===== src/rtl/mips_ctrl_pkg.sv =====
// Shared encodings for the pipelined MIPS main control: opcodes, ALUOp classes,
// branch codes and control-bundle field widths.
package mips_ctrl_pkg;

  localparam logic [5:0] OpRtype    = 6'b000000;
  localparam logic [5:0] OpSpecial2 = 6'b011100;
  localparam logic [5:0] OpSpecial3 = 6'b011111;
  localparam logic [5:0] OpLw       = 6'b100011;
  localparam logic [5:0] OpSw       = 6'b101011;
  localparam logic [5:0] OpBeq      = 6'b000100;
  localparam logic [5:0] OpBne      = 6'b000101;
  localparam logic [5:0] OpAddi     = 6'b001000;
  localparam logic [5:0] OpAndi     = 6'b001100;
  localparam logic [5:0] OpOri      = 6'b001101;
  localparam logic [5:0] OpSlti     = 6'b001010;

  localparam logic [2:0] AluAdd      = 3'b000;
  localparam logic [2:0] AluSub      = 3'b001;
  localparam logic [2:0] AluRtype    = 3'b010;
  localparam logic [2:0] AluAnd      = 3'b011;
  localparam logic [2:0] AluOr       = 3'b100;
  localparam logic [2:0] AluSlt      = 3'b101;
  localparam logic [2:0] AluSpecial2 = 3'b110;

  localparam int unsigned BranchW = 2;
  localparam logic [BranchW-1:0] BrNone = 2'b00;
  localparam logic [BranchW-1:0] BrEq   = 2'b01;
  localparam logic [BranchW-1:0] BrNe   = 2'b10;

endpackage


===== src/rtl/ctrl_decoder.sv =====
// Combinational opcode decoder: maps the ID-stage opcode to the control bundle
// and flags opcodes it does not recognise.
module ctrl_decoder
  import mips_ctrl_pkg::*;
#(
  parameter int unsigned OP_W    = 6,
  parameter int unsigned ALUOP_W = 3
) (
  input  logic [OP_W-1:0]    op_i,
  output logic               reg_dst_o,
  output logic               alu_src_o,
  output logic [ALUOP_W-1:0] alu_op_o,
  output logic               mem_read_o,
  output logic               mem_write_o,
  output logic [BranchW-1:0] branch_o,
  output logic               mem_to_reg_o,
  output logic               reg_write_o,
  output logic               illegal_o
);

  always_comb begin
    reg_dst_o    = 1'b0;
    alu_src_o    = 1'b0;
    alu_op_o     = ALUOP_W'(AluAdd);
    mem_read_o   = 1'b0;
    mem_write_o  = 1'b0;
    branch_o     = BrNone;
    mem_to_reg_o = 1'b0;
    reg_write_o  = 1'b0;
    illegal_o    = 1'b0;
    case (op_i)
      OP_W'(OpRtype), OP_W'(OpSpecial3): begin
        reg_dst_o   = 1'b1;
        alu_op_o    = ALUOP_W'(AluRtype);
        reg_write_o = 1'b1;
      end
      OP_W'(OpSpecial2): begin
        reg_dst_o   = 1'b1;
        alu_op_o    = ALUOP_W'(AluSpecial2);
        reg_write_o = 1'b1;
      end
      OP_W'(OpLw): begin
        alu_src_o    = 1'b1;
        mem_read_o   = 1'b1;
        mem_to_reg_o = 1'b1;
        reg_write_o  = 1'b1;
      end
      OP_W'(OpSw): begin
        alu_src_o   = 1'b1;
        mem_write_o = 1'b1;
      end
      OP_W'(OpBeq): begin
        branch_o = BrEq;
        alu_op_o = ALUOP_W'(AluSub);
      end
      OP_W'(OpBne): begin
        branch_o = BrNe;
        alu_op_o = ALUOP_W'(AluSub);
      end
      OP_W'(OpAddi): begin
        alu_src_o   = 1'b1;
        reg_write_o = 1'b1;
      end
      OP_W'(OpAndi): begin
        alu_src_o   = 1'b1;
        reg_write_o = 1'b1;
        alu_op_o    = ALUOP_W'(AluAnd);
      end
      OP_W'(OpOri): begin
        alu_src_o   = 1'b1;
        reg_write_o = 1'b1;
        alu_op_o    = ALUOP_W'(AluOr);
      end
      OP_W'(OpSlti): begin
        alu_src_o   = 1'b1;
        reg_write_o = 1'b1;
        alu_op_o    = ALUOP_W'(AluSlt);
      end
      default: illegal_o = 1'b1;
    endcase
  end

endmodule


===== src/rtl/pipe_control_unit.sv =====
// Pipelined main control: decodes in ID, carries the bundle through ID/EX, EX/MEM, MEM/WB.
// Load-use stall/bubble insertion is built only when HAZARD_DETECT_EN is defined.
module pipe_control_unit
  import mips_ctrl_pkg::*;
#(
  parameter int unsigned OP_W       = 6,
  parameter int unsigned ALUOP_W    = 3,
  parameter int unsigned REG_ADDR_W = 5
) (
  input  logic                  Clk,
  input  logic                  Rst,
  input  logic [OP_W-1:0]       Op,
  input  logic                  InstrValid,
  input  logic [REG_ADDR_W-1:0] Rs_ID,
  input  logic [REG_ADDR_W-1:0] Rt_ID,
  input  logic                  Flush,
  output logic                  RegDst_EX,
  output logic                  ALUSrc_EX,
  output logic [ALUOP_W-1:0]    ALUOp_EX,
  output logic [REG_ADDR_W-1:0] Rt_EX,
  output logic                  MemRead_MEM,
  output logic                  MemWrite_MEM,
  output logic [BranchW-1:0]    Branch_MEM,
  output logic                  MemtoReg_WB,
  output logic                  RegWrite_WB,
  output logic                  Stall,
  output logic                  IllegalOp
);

  logic                  dec_reg_dst, dec_alu_src, dec_mem_read, dec_mem_write;
  logic                  dec_mem_to_reg, dec_reg_write, dec_illegal;
  logic [ALUOP_W-1:0]    dec_alu_op;
  logic [BranchW-1:0]    dec_branch;

  ctrl_decoder #(
    .OP_W    (OP_W),
    .ALUOP_W (ALUOP_W)
  ) u_decoder (
    .op_i         (Op),
    .reg_dst_o    (dec_reg_dst),
    .alu_src_o    (dec_alu_src),
    .alu_op_o     (dec_alu_op),
    .mem_read_o   (dec_mem_read),
    .mem_write_o  (dec_mem_write),
    .branch_o     (dec_branch),
    .mem_to_reg_o (dec_mem_to_reg),
    .reg_write_o  (dec_reg_write),
    .illegal_o    (dec_illegal)
  );

  // ID/EX
  logic                  reg_dst_ex_d, reg_dst_ex_q, alu_src_ex_d, alu_src_ex_q;
  logic [ALUOP_W-1:0]    alu_op_ex_d, alu_op_ex_q;
  logic [REG_ADDR_W-1:0] rt_ex_d, rt_ex_q;
  logic                  mem_read_ex_d, mem_read_ex_q, mem_write_ex_d, mem_write_ex_q;
  logic [BranchW-1:0]    branch_ex_d, branch_ex_q;
  logic                  mem_to_reg_ex_d, mem_to_reg_ex_q, reg_write_ex_d, reg_write_ex_q;
  logic                  illegal_ex_d, illegal_ex_q;
  // EX/MEM
  logic                  mem_read_mem_d, mem_read_mem_q, mem_write_mem_d, mem_write_mem_q;
  logic [BranchW-1:0]    branch_mem_d, branch_mem_q;
  logic                  mem_to_reg_mem_d, mem_to_reg_mem_q, reg_write_mem_d, reg_write_mem_q;
  // MEM/WB
  logic                  mem_to_reg_wb_d, mem_to_reg_wb_q, reg_write_wb_d, reg_write_wb_q;

  logic load_use, id_kill;

`ifdef HAZARD_DETECT_EN
  // Flush outranks the hazard: the stalled instruction is being squashed anyway.
  always_comb begin
    load_use = !Rst && InstrValid && !Flush && mem_read_ex_q && (rt_ex_q != '0) &&
               ((rt_ex_q == Rs_ID) || (rt_ex_q == Rt_ID));
  end
`else
  logic unused_rs;
  assign unused_rs = ^Rs_ID;
  always_comb begin
    load_use = 1'b0;
  end
`endif

  always_comb begin
    id_kill          = !InstrValid || Flush || load_use;
    reg_dst_ex_d     = id_kill ? 1'b0 : dec_reg_dst;
    alu_src_ex_d     = id_kill ? 1'b0 : dec_alu_src;
    alu_op_ex_d      = id_kill ? '0   : dec_alu_op;
    rt_ex_d          = id_kill ? '0   : Rt_ID;
    mem_read_ex_d    = id_kill ? 1'b0 : dec_mem_read;
    mem_write_ex_d   = id_kill ? 1'b0 : dec_mem_write;
    branch_ex_d      = id_kill ? '0   : dec_branch;
    mem_to_reg_ex_d  = id_kill ? 1'b0 : dec_mem_to_reg;
    reg_write_ex_d   = id_kill ? 1'b0 : dec_reg_write;
    illegal_ex_d     = !id_kill && dec_illegal;
    mem_read_mem_d   = mem_read_ex_q;
    mem_write_mem_d  = mem_write_ex_q;
    branch_mem_d     = branch_ex_q;
    mem_to_reg_mem_d = mem_to_reg_ex_q;
    reg_write_mem_d  = reg_write_ex_q;
    mem_to_reg_wb_d  = mem_to_reg_mem_q;
    reg_write_wb_d   = reg_write_mem_q;
  end

  always_ff @(posedge Clk) begin
    if (Rst) begin
      reg_dst_ex_q     <= 1'b0;
      alu_src_ex_q     <= 1'b0;
      alu_op_ex_q      <= '0;
      rt_ex_q          <= '0;
      mem_read_ex_q    <= 1'b0;
      mem_write_ex_q   <= 1'b0;
      branch_ex_q      <= '0;
      mem_to_reg_ex_q  <= 1'b0;
      reg_write_ex_q   <= 1'b0;
      illegal_ex_q     <= 1'b0;
      mem_read_mem_q   <= 1'b0;
      mem_write_mem_q  <= 1'b0;
      branch_mem_q     <= '0;
      mem_to_reg_mem_q <= 1'b0;
      reg_write_mem_q  <= 1'b0;
      mem_to_reg_wb_q  <= 1'b0;
      reg_write_wb_q   <= 1'b0;
    end else begin
      reg_dst_ex_q     <= reg_dst_ex_d;
      alu_src_ex_q     <= alu_src_ex_d;
      alu_op_ex_q      <= alu_op_ex_d;
      rt_ex_q          <= rt_ex_d;
      mem_read_ex_q    <= mem_read_ex_d;
      mem_write_ex_q   <= mem_write_ex_d;
      branch_ex_q      <= branch_ex_d;
      mem_to_reg_ex_q  <= mem_to_reg_ex_d;
      reg_write_ex_q   <= reg_write_ex_d;
      illegal_ex_q     <= illegal_ex_d;
      mem_read_mem_q   <= mem_read_mem_d;
      mem_write_mem_q  <= mem_write_mem_d;
      branch_mem_q     <= branch_mem_d;
      mem_to_reg_mem_q <= mem_to_reg_mem_d;
      reg_write_mem_q  <= reg_write_mem_d;
      mem_to_reg_wb_q  <= mem_to_reg_wb_d;
      reg_write_wb_q   <= reg_write_wb_d;
    end
  end

  always_comb begin
    RegDst_EX    = reg_dst_ex_q;
    ALUSrc_EX    = alu_src_ex_q;
    ALUOp_EX     = alu_op_ex_q;
    Rt_EX        = rt_ex_q;
    IllegalOp    = illegal_ex_q;
    MemRead_MEM  = mem_read_mem_q;
    MemWrite_MEM = mem_write_mem_q;
    Branch_MEM   = branch_mem_q;
    MemtoReg_WB  = mem_to_reg_wb_q;
    RegWrite_WB  = reg_write_wb_q;
    Stall        = load_use;
  end

endmodule

===== config.mk =====
export PLATFORM = sky130hd
export DESIGN_NAME = pipe_control_unit
export DESIGN_NICKNAME = d
export VERILOG_FILES = /design/src/rtl/mips_ctrl_pkg.sv /design/src/rtl/ctrl_decoder.sv /design/src/rtl/pipe_control_unit.sv
export SDC_FILE = /design/constraint.sdc
export NUM_CORES = 1
export LEC_CHECK = 0
export CAP_MARGIN = 10
export CORE_MARGIN = 8
export CORE_UTILIZATION = 44
export CTS_CLUSTER_SIZE = 24
export DETAILED_ROUTE_END_ITERATION = 16
export PLACE_DENSITY_LB_ADDON = 0.08
export SLEW_MARGIN = 5
export SYNTH_ARGS = -nofsm -noshare
export SYNTH_HDL_FRONTEND = slang
export SYNTH_SLANG_ARGS = --single-unit

===== constraint.sdc =====
create_clock -name Clk -period 2.8 [get_ports Clk]
set_input_delay 0.28 -clock Clk [delete_from_list [all_inputs] [get_ports Clk]]
set_output_delay 0.28 -clock Clk [all_outputs]
set_load 0.01 [all_outputs]

==> impl_metrics.csv, run 1 <==
group,metric,value,unit
drt,firstDrtPassIters,5,
timing,whs,0.443,ns
drt,viasPerCell,4.84,
setup_path,critPathBufInv,1,
clock_tree,clock_latency,0.29,ns
clock_tree,clock_sinks,23,
setup_path,worstPathArrival,1.66,ns
layout,nNetsFinal,140,
setup_path,worst-setup-path-type,"in -> reg",
die,die_width,61.3,µm
setup_path,slowest_stage,"clkdlybuf4s50_1",
logic_synthesis,yosys.cell_types.count,28,
global_route,grt_remaining_overflow,0,
global_route,grt_pass1_wl,2.75,mm
die,num_rows,16,
placement,gp_routability_congestion,0.751,
pwr,total_power,0.541,mW
die,coreArea,1940,µm²
timing,slew_violations,0,
logic_synthesis,synth_area_leaders,"dfxtp_1 (51%), and2b_1 (5.8%), and2_1 (5.6%), nor2b_1 (3.5%), a21oi_1 (2.8%)",
logic_synthesis,avgSynthCellArea,10.0,µm²
timing,tns,0,ns
pwr,peakVddDrop,253,µV
timing,period_needed,1.46,ns
hold_path,hold_path.class,"reg -> reg",
timing,finClkSkew,0.000715,ns
logic_synthesis,ys.flop_type,"dfxtp_1",
logic_synthesis,ys_ff_latch,23,
logic_synthesis,synthArstFlopShare,0,
pwr,power_leakage,0.480,nW
timing,fin_crit_sh,0.520,
drt,num_vias,706,
timing,hold_viol_final,0,
logic_synthesis,syn-num-nets,110,
placement,port_buffers,31,
setup_path,cp_data_required_time,3.00,ns
global_route,grt_max_degree,14,
clock_tree,cts_hold_buf,0,
clock_tree,clk_pin_slew_worst_paths,0.11,ns
drt,drtIter0Drc,13,
placement,preCtsSetupSlack,1.03,ns
logic_synthesis,syn_area,901,µm²
drt,routed_wl,1.76,mm
status,status,"completed",
setup_path,cp_top_family,"buffers and inverters",
logic_synthesis,yosysWarnings,0,
global_route,grt_use_total,0.0948,
setup_path,crit_fanout,13,
clock_tree,cts-root-buf,"clkbuf_4",
layout,stdcell_area,1240,µm²
drt,drc,0,
layout,num_antenna_cells,0,
layout,area_growth,37.2,%
flow_run,drv_cap,0,
setup_path,cp_slowest_stage_delay,0.78,ns
timing,rsz0062_at_grt,"no",
drt,drtAntennaViolNets,0,
die,start_util,0.464,
layout,layout_commonest_cell,"clkdlybuf4s50_1",
logic_synthesis,syn_inst,90,
pwr,power.density,437,nW/µm²
die,ios,38,
logic_synthesis,synth_edf_count,0,
clock_tree,cts_buffers,3,
logic_synthesis,synth_top_area_frac,0.511,
layout,drive_gt1_frac,0.0756,
timing,clock.fmax,0.686,GHz
placement,dpl.hpwl,1.38,mm
setup_path,start_kind,"input port",
clock_tree,clock_path_buffers,2,
drt,avgRoutedWirePerCell,12.1,µm
setup_path,end_kind,"flop",
setup_path,cp_cell_sequence,"clkdlybuf4s50_1, nor2_1, a22oi_1, nor2_1, and2_1",
timing,setup_viol,0,
layout,final_cell_mix,"clkdlybuf4s50_1 (31), dfxtp_1 (23), and2_1 (8), and2b_1 (7), nor2_1 (6)",
clock_tree,htreeDepth,1,
global_route,grt_pass1_vias,662,
clock_tree,cts_tree,"yes",
logic_synthesis,netlist.top_cell.by_area,"dfxtp_1",
placement,place_area,1210,µm²
logic_synthesis,ys_seq_area_frac,0.511,
die,die_area,3750,µm²
timing,fin_ws,1.34,ns
clock_tree,cts_setup_buffers,0,
die,floorplan.die.height,61.3,µm
setup_path,critical_path.most_common_cell,"nor2_1",
clock_tree,ctsResizeCount,0,
global_route,antenna_found_initial,0,
==> stage by stage <==
step | std cells | utilization
after floorplan | 90 | -
after global placement | 142 | 0.623
after detailed placement | 142 | 0.623
after CTS | 146 | 0.637
after global routing | 146 | 0.637
final | 146 | 0.637
==> cells in the mapped netlist (all sizes together), types with 3 or more instances <==
cell type	n
and2b	7
nand2b	3
buf	7
nor2	6
dfxtp	23
o21ai	3
nor2b	5
a21oi	5
and2	8
nor3	3
and3	3
==> worst paths after layout <==
kind	start	to	slack (ns)	cells past startpoint
min reg2reg	mem_write_ex_q$_SDFF_PP0_	MemWrite_MEM$_SDFF_PP0_	0.44	1
max	Op[0]	RegDst_EX$_SDFF_PP0_	1.34	5
max reg2reg	mem_to_reg_mem_q$_SDFF_PP0_	MemtoReg_WB$_SDFF_PP0_	2.25	1
min	mem_write_ex_q$_SDFF_PP0_	MemWrite_MEM$_SDFF_PP0_	0.44	1
==> final cells by class <==
cell class / instances / area, µm²
fillers: 174 / 706
well taps: 27 / 33.8
repair buffers: 32 / 318
multi-input cells: 60 / 398
flip-flops and latches: 23 / 460
clock buffers: 4 / 26.3
==> routing by layer <==
| metal | wire (µm) | share of wire | global-route usage |
|---|---|---|---|
| met2 | 868 | 0.49 | 0.163 |
| met3 | 153 | 0.087 | 0.0313 |
| met4 | 14 | 0.0080 | 0.0299 |
| met1 | 724 | 0.41 | 0.107 |
| met5 | 0 | 0 | 0 |
==> sequential cells by signal, indices dropped and copies added (netlist names) <==
name,flops
reg_write_mem_q,1
mem_to_reg_ex_q,1
MemWrite_MEM,1
MemtoReg_WB,1
ALUSrc_EX,1
ALUOp_EX,3
mem_to_reg_mem_q,1
mem_write_ex_q,1
reg_write_ex_q,1
Branch_MEM,2
RegDst_EX,1
RegWrite_WB,1
Rt_EX,5
branch_ex_q,2
IllegalOp,1
==> where the power goes <==
group / leakage, nW / switching, mW / total, mW / internal, mW
clock network: 0.0150 / 0.0868 / 0.142 / 0.0554
logic: 0.280 / 0.0311 / 0.0670 / 0.0359
registers: 0.186 / 0.000809 / 0.331 / 0.331
total: 0.480 / 0.119 / 0.541 / 0.422
==> logic make-up after synthesis <==
logic type | share of synthesized area
xor+xnor | 0.00972
other cells | 0.00416
compound gates | 0.0944
buf+inv | 0.0472
mux | 0.0222
simple gates | 0.311
flops | 0.511
Note: power is estimated with default switching activity, not from simulation.
==> run 2: changes to the inputs <==
- CORE_UTILIZATION: 44 -> 37
- clock period: 2.8 -> 1.2 ns (I/O delays scaled with it)
==> run 2 against run 1 <==
Net effect: register-to-register slack worse by 1.6 ns; global-route usage is 0.085 points lower; sequential share of layout area is 2.6 points lower; utilization is 7.9 points lower; clock power is 130% higher; first-iteration DRC count is 62% lower; die area is 14% higher; setup slack worse by 1.3 ns; count of clock-buffer cells in the layout is 1 lower; highest routed layer unchanged; critical path type unchanged; cell area is 7.6% higher; power is 140% higher; flip-flop and latch count stayed put.
==> impl_metrics.csv, run 2 (synthesis gave the netlist of run 1 again) <==
group,metric,value,unit
status,status,"completed",
clock_tree,clock_path_buffers,2,
clock_tree,cts_buffers,3,
drt,drc,0,
hold_path,hold_depth,2,
setup_path,worst-setup-path-type,"in -> reg",
global_route,antenna_found_initial,0,
pwr,power.density,969,nW/µm²
drt,avgRoutedWirePerCell,12.3,µm
placement,place_area,1300,µm²
die,die_area,4270,µm²
placement,gp_routability_congestion,0.753,
timing,setup_viol,0,
layout,nNetsFinal,152,
clock_tree,cts_tree,"yes",
layout,fillerInstances,251,
layout,final_cell_mix,"dfxtp_1 (23), dlygate4sd2_1 (17), buf_4 (13), clkdlybuf4s50_1 (11), and2_1 (8)",
drt,drtAntennaViolNets,0,
die,coreArea,2390,µm²
clock_tree,clk_pin_slew_worst_paths,0.12,ns
pwr,p_switching,0.293,mW
layout,num_antenna_cells,0,
drt,viasPerCell,4.56,
placement,dpl.hpwl,1.58,mm
setup_path,crit_fanout,7,
flow_run,drv_cap,0,
global_route,grt_remaining_overflow,0,
setup_path,start_kind,"input port",
setup_path,cp_cell_sequence,"clkdlybuf4s50_1, and3_1, a22oi_1, nor2_1, and2_1",
pwr,internal-power,0.996,mW
pwr,swShare,0.227,
setup_path,end_kind,"flop",
timing,finClkSkew,0.00398,ns
drt,firstDrtPassIters,4,
pwr,pwr-share-seq,0.600,
layout,stdcell_area,1330,µm²
timing,fin_crit_sh,0.956,
clock_tree,clock_latency,0.29,ns
global_route,grt_max_degree,14,
layout,layout_commonest_cell,"dfxtp_1",
setup_path,cp_slowest_stage_delay,0.55,ns
drt,num_vias,734,
setup_path,slowest_stage,"clkdlybuf4s50_1",
die,floorplan.die.height,65.3,µm
pwr,p_clk_frac,0.258,
timing,slew_violations,0,
setup_path,worstPathArrival,1.35,ns
clock_tree,htreeDepth,1,
pwr,share_comb_of_total_power,0.142,
hold_path,hold_path.class,"in -> reg",
pwr,power_leakage,0.651,nW
global_route,grt_pass1_wl,3.18,mm
timing,tns,0,ns
global_route,grt_use_total,0.0939,
layout,largest_reg_flops,5,
placement,port_buffers,31,
setup_path,cp_data_required_time,1.41,ns
layout,area_growth,47.6,%
timing,clock.fmax,0.872,GHz
die,ios,38,
die,start_util,0.377,
die,die_width,65.3,µm
drt,drtIter0Drc,5,
clock_tree,clock_sinks,23,
pwr,peakVddDrop,738,µV
setup_path,worst-r2r-cell-count,1,
global_route,grt_pass1_vias,719,
drt,routed_wl,1.97,mm
layout,drive_gt1_frac,0.176,
clock_tree,cts-root-buf,"clkbuf_4",
die,num_rows,18,
timing,period_needed,1.15,ns
timing,hold_viol_final,0,
[run 2: cell count changes in the layout (fill, tap and decap cells not counted), sizes merged]
cell	previous run	this run
buf	1	13
clkbuf	4	3
clkdlybuf4s50	31	11
clkinv	0	1
dlygate4sd2	0	17
dlymetal6s2s	0	3
[run 2: path summary, 6_finish.rpt]
check | startpoint | slack [ns] | to
max reg2reg | mem_to_reg_mem_q$_SDFF_PP0_ | 0.64 | MemtoReg_WB$_SDFF_PP0_
min reg2reg | mem_write_ex_q$_SDFF_PP0_ | 0.44 | MemWrite_MEM$_SDFF_PP0_
min | Rt_ID[3] | 0.37 | Rt_EX[3]$_SDFF_PP0_
max | Op[3] | 0.05 | RegDst_EX$_SDFF_PP0_
[run 2: stage by stage]
stage	total power [mW]	setup WS, ns	hold slack (ns)	utilization	std cells
floorplan	0.876	0.243	0.192	-	90
global placement	0.974	-0.311	0.416	0.546	157
detailed placement	0.976	-0.301	0.419	0.546	157
CTS	1.30	0.0135	0.358	0.549	161
global route	1.36	-0.00449	0.345	0.557	161
finish	1.29	0.0528	0.366	0.557	161
[run 2: power by group through the flow]
stage                     logic [mW]  registers, mW  clock network [mW]
after floorplan               0.0813          0.795                   0
after detailed placement       0.185          0.791                   0
after CTS                      0.180          0.773               0.348
after global routing           0.200          0.775               0.390
final                          0.183          0.773               0.333
after global placement         0.184          0.790                   0
[run 2: cell type report]
type,count,area (µm²),area share
multi-input combinational,60,410,0.309
clock buffer,3,22.5,0.0169
sequential,23,460,0.346
clock inverter,1,5.00,0.00376
timing repair buffer,44,394,0.296
tap,30,37.5,0.0282
[run 2: routing by layer]
| layer | share of wire | routed length (µm) | global-route usage | vias to the layer above |
|---|---|---|---|---|
| met5 | 0 | 0 | 0 | - |
| met4 | 0.0076 | 15 | 0.0409 | 0 |
| met3 | 0.062 | 123 | 0.0340 | 2 |
| met2 | 0.49 | 972 | 0.160 | 15 |
| met1 | 0.44 | 862 | 0.102 | 335 |
| li1 | - | - | - | 382 |
[run 2: worst max-delay path: cells and delay by family]
| kind | cells | cell delay (ns) |
|---|---|---|
| compound gates | 1 | 0.16 |
| buf+inv | 1 | 0.55 |
| simple gates | 3 | 0.52 |
[run 2: timing repair]
item | CTS | global route
hold buffers | 0 | 0
gates resized for setup | 17 | 5
endpoints found under the setup margin | 17 | 4
setup buffers | 0 | 0
==> run 3: changes to the inputs <==
- CORE_UTILIZATION: 37 -> 45
- SYNTH_HIERARCHICAL: default -> 1
- clock period: 1.2 -> 1.1 ns (I/O delays scaled with it)
==> run 3 against run 2 <==
Net effect: critical path depth rose by 3; clock skew fell by 0.0033 ns; setup slack got worse by 0.041 ns; synthesized area rose by 33%; critical path type unchanged.
==> impl_metrics.csv, run 3 <==
group,metric,value,unit
logic_synthesis,synth_edf_count,0,
layout,utilization,0.701,
drt,drtAntennaViolNets,0,
global_route,antenna_found_initial,0,
pwr,share_comb_of_total_power,0.207,
global_route,grt_pass1_vias,989,
drt,avgRoutedWirePerCell,14.7,µm
logic_synthesis,synthMuxAreaShare,0,
global_route,grt_remaining_overflow,0,
die,ios,38,
flow_run,drv_cap,0,
drt,drc,0,
pwr,pwr-share-seq,0.545,
layout,drive_gt1_frac,0.365,
logic_synthesis,yosys.cell_types.count,30,
logic_synthesis,synth-xor-area-share,0,
layout,finalNonFillerCells,189,
setup_path,worst-r2r-cell-count,1,
placement,gp_routability_congestion,0.776,
layout,layout_commonest_cell,"dfxtp_1",
pwr,peakVddDrop,784,µV
layout,fillerInstances,203,
layout,num_antenna_cells,0,
setup_path,start_kind,"input port",
pwr,p_switching,0.443,mW
logic_synthesis,synthArstFlopShare,0,
logic_synthesis,yosys.area_share.adder,0,
global_route,grt_pass1_wl,4.44,mm
clock_tree,cts_buffers,3,
logic_synthesis,synth_compound_area_frac,0.0940,
global_route,grt_max_degree,23,
placement,place_area,1650,µm²
drt,routed_wl,2.77,mm
timing,fin_crit_sh,0.990,
timing,slew_violations,0,
setup_path,cp_data_required_time,1.33,ns
logic_synthesis,yosysWarnings,6,
layout,largest_reg_flops,5,
logic_synthesis,ys_ff_latch,25,
clock_tree,cts-root-buf,"clkbuf_4",
placement,preCtsSetupSlack,-0.528,ns
timing,rsz0062_at_grt,"yes",
die,coreArea,2500,µm²
layout,multi_input_area,649,µm²
logic_synthesis,ys.flop_type,"dfxtp_1",
setup_path,slowest_stage,"dlygate4sd2_1",
global_route,grt_use_total,0.127,
setup_path,end_kind,"flop",
layout,area_growth,46.4,%
clock_tree,clock_sinks,25,
clock_tree,clock_latency,0.31,ns
clock_tree,cts_hold_buf,0,
drt,num_vias,1003,
die,floorplan.die.height,67.6,µm
hold_path,hold_depth,2,
logic_synthesis,yosysMostFrequentCell,"dfxtp_1",
die,die_width,67.6,µm
setup_path,worst-setup-path-type,"in -> reg",
timing,setup_viol,0,
pwr,swShare,0.264,
setup_path,cp_slowest_stage_delay,0.25,ns
logic_synthesis,netlist.top_cell.by_area,"dfxtp_1",
setup_path,worstPathArrival,1.32,ns
die,die_area,4570,µm²
timing,clock.fmax,0.919,GHz
clock_tree,cts_tree,"yes",
logic_synthesis,synth_top_family_by_area,"simple AND/OR/NAND/NOR gates",
layout,stdcell_area,1750,µm²
timing,fin_ws,0.0114,ns
status,status,"completed",
clock_tree,clk_pin_slew_worst_paths,0.14,ns
pwr,p_clk_frac,0.248,
logic_synthesis,yosys.area_share.simple,0.392,
logic_synthesis,syn-num-nets,130,
drt,firstDrtPassIters,5,
layout,final_cell_mix,"dfxtp_1 (25), dlygate4sd2_1 (21), buf_4 (19), nor2b_1 (9)",
logic_synthesis,avgSynthCellArea,10.9,µm²
setup_path,crit_fanout,6,
clock_tree,htreeDepth,1,
pwr,power.density,959,nW/µm²
setup_path,cp_cell_sequence,"dlygate4sd2_1, buf_6, buf_4, nor2_4, nand2b_1, nand4_1, a21oi_2, nor4bb_2",
pwr,total_power,1.68,mW
timing,tns,0,ns
timing,hold_viol_final,0,
logic_synthesis,synth_top_area_frac,0.418,
timing,whs,0.375,ns
logic_synthesis,synth_area_leaders,"dfxtp_1 (42%), nor4bb_2 (11%), and4bb_2 (5.2%), buf_6 (4.7%), nor2b_1 (4.7%)",
logic_synthesis,synth_commonest_cells,"dfxtp_1 (25), nor2b_1 (9), nor4bb_2 (8), nor2_1 (7), nor4_1 (6)",
placement,dpl.hpwl,1.92,mm
drt,viasPerCell,5.31,
die,start_util,0.479,
hold_path,hold_path.class,"in -> reg",
timing,finClkSkew,0.000668,ns
logic_synthesis,syn_area,1200,µm²
layout,nNetsFinal,180,
drt,drtIter0Drc,45,
clock_tree,clock_path_buffers,2,
timing,period_needed,1.09,ns
layout,seq_area,500,µm²
logic_synthesis,syn_inst,110,
placement,port_buffers,31,
pwr,power_leakage,0.741,nW
pwr,internal-power,1.24,mW
die,num_rows,18,
logic_synthesis,ys_seq_area_frac,0.418,
placement,dp.cells,182,
## run 3: cell types whose count changed in the layout (fill, tap and decap cells not counted), sizes merged, moves of 5 or more
cell    delta
buf       +14
nor4bb    +12
and2       -8
and2b      -7
nor4       +6
and4bb     +5
## run 3: cell families after synthesis
| family | Yosys count |
|---|---|
| AO/OA/AOI/OAI | 15 |
| other | 1 |
| AND/OR/NAND/NOR | 54 |
| flip-flops | 25 |
| buffers and inverters | 15 |
## run 3: final timing paths
| path | endpoint | startpoint | slack [ns] |
|---|---|---|---|
| setup / recovery | RegDst_EX$_SDFF_PP0_ | Op[0] | 0.01 |
| hold / removal | Rt_EX[2]$_SDFF_PP0_ | Rt_ID[2] | 0.37 |
| setup reg to reg | Branch_MEM[1]$_SDFF_PP0_ | branch_ex_q[1]$_SDFF_PP0_ | 0.57 |
| hold reg to reg | Branch_MEM[0]$_SDFF_PP0_ | branch_ex_q[0]$_SDFF_PP0_ | 0.45 |
## run 3: final cells by class
cell class	count	area share
Sequential cell	25	0.286
Inverter	2	0.00428
Clock inverter	1	0.00428
Timing Repair Buffer	58	0.301
Clock buffer	3	0.0128
Tap cell	30	0.0214
Multi-Input combinational cell	70	0.370
## run 3: power by group through the flow
stage	Clock (mW)	Sequential, mW	Combinational, mW
detailed placement	0	0.936	0.322
global placement	0	0.936	0.317
finish	0.416	0.916	0.348
CTS	0.432	0.917	0.332
floorplan	0	0.941	0.168
global route	0.482	0.918	0.374
## run 3: worst max-delay path: cells and delay by family
family	cells	cell delay [ns]
buffers and inverters	3	0.54
AO/OA/AOI/OAI	1	0.12
AND/OR/NAND/NOR	4	0.54
## run 3: timing repair
item                                    4_1_cts  5_1_grt
setup buffers                                 2        0
pin swaps                                     3        5
gates cloned                                  1        0
endpoints found under the setup margin       28        9
resized for setup                            33        9
## run 3: routing by layer
layer	GRT usage	wire length (µm)	vias to the layer above
li1	-	-	498
met1	0.147	1240	463
met2	0.220	1310	40
met3	0.0364	216	2
met4	0.0392	12	0
met5	0	0	-
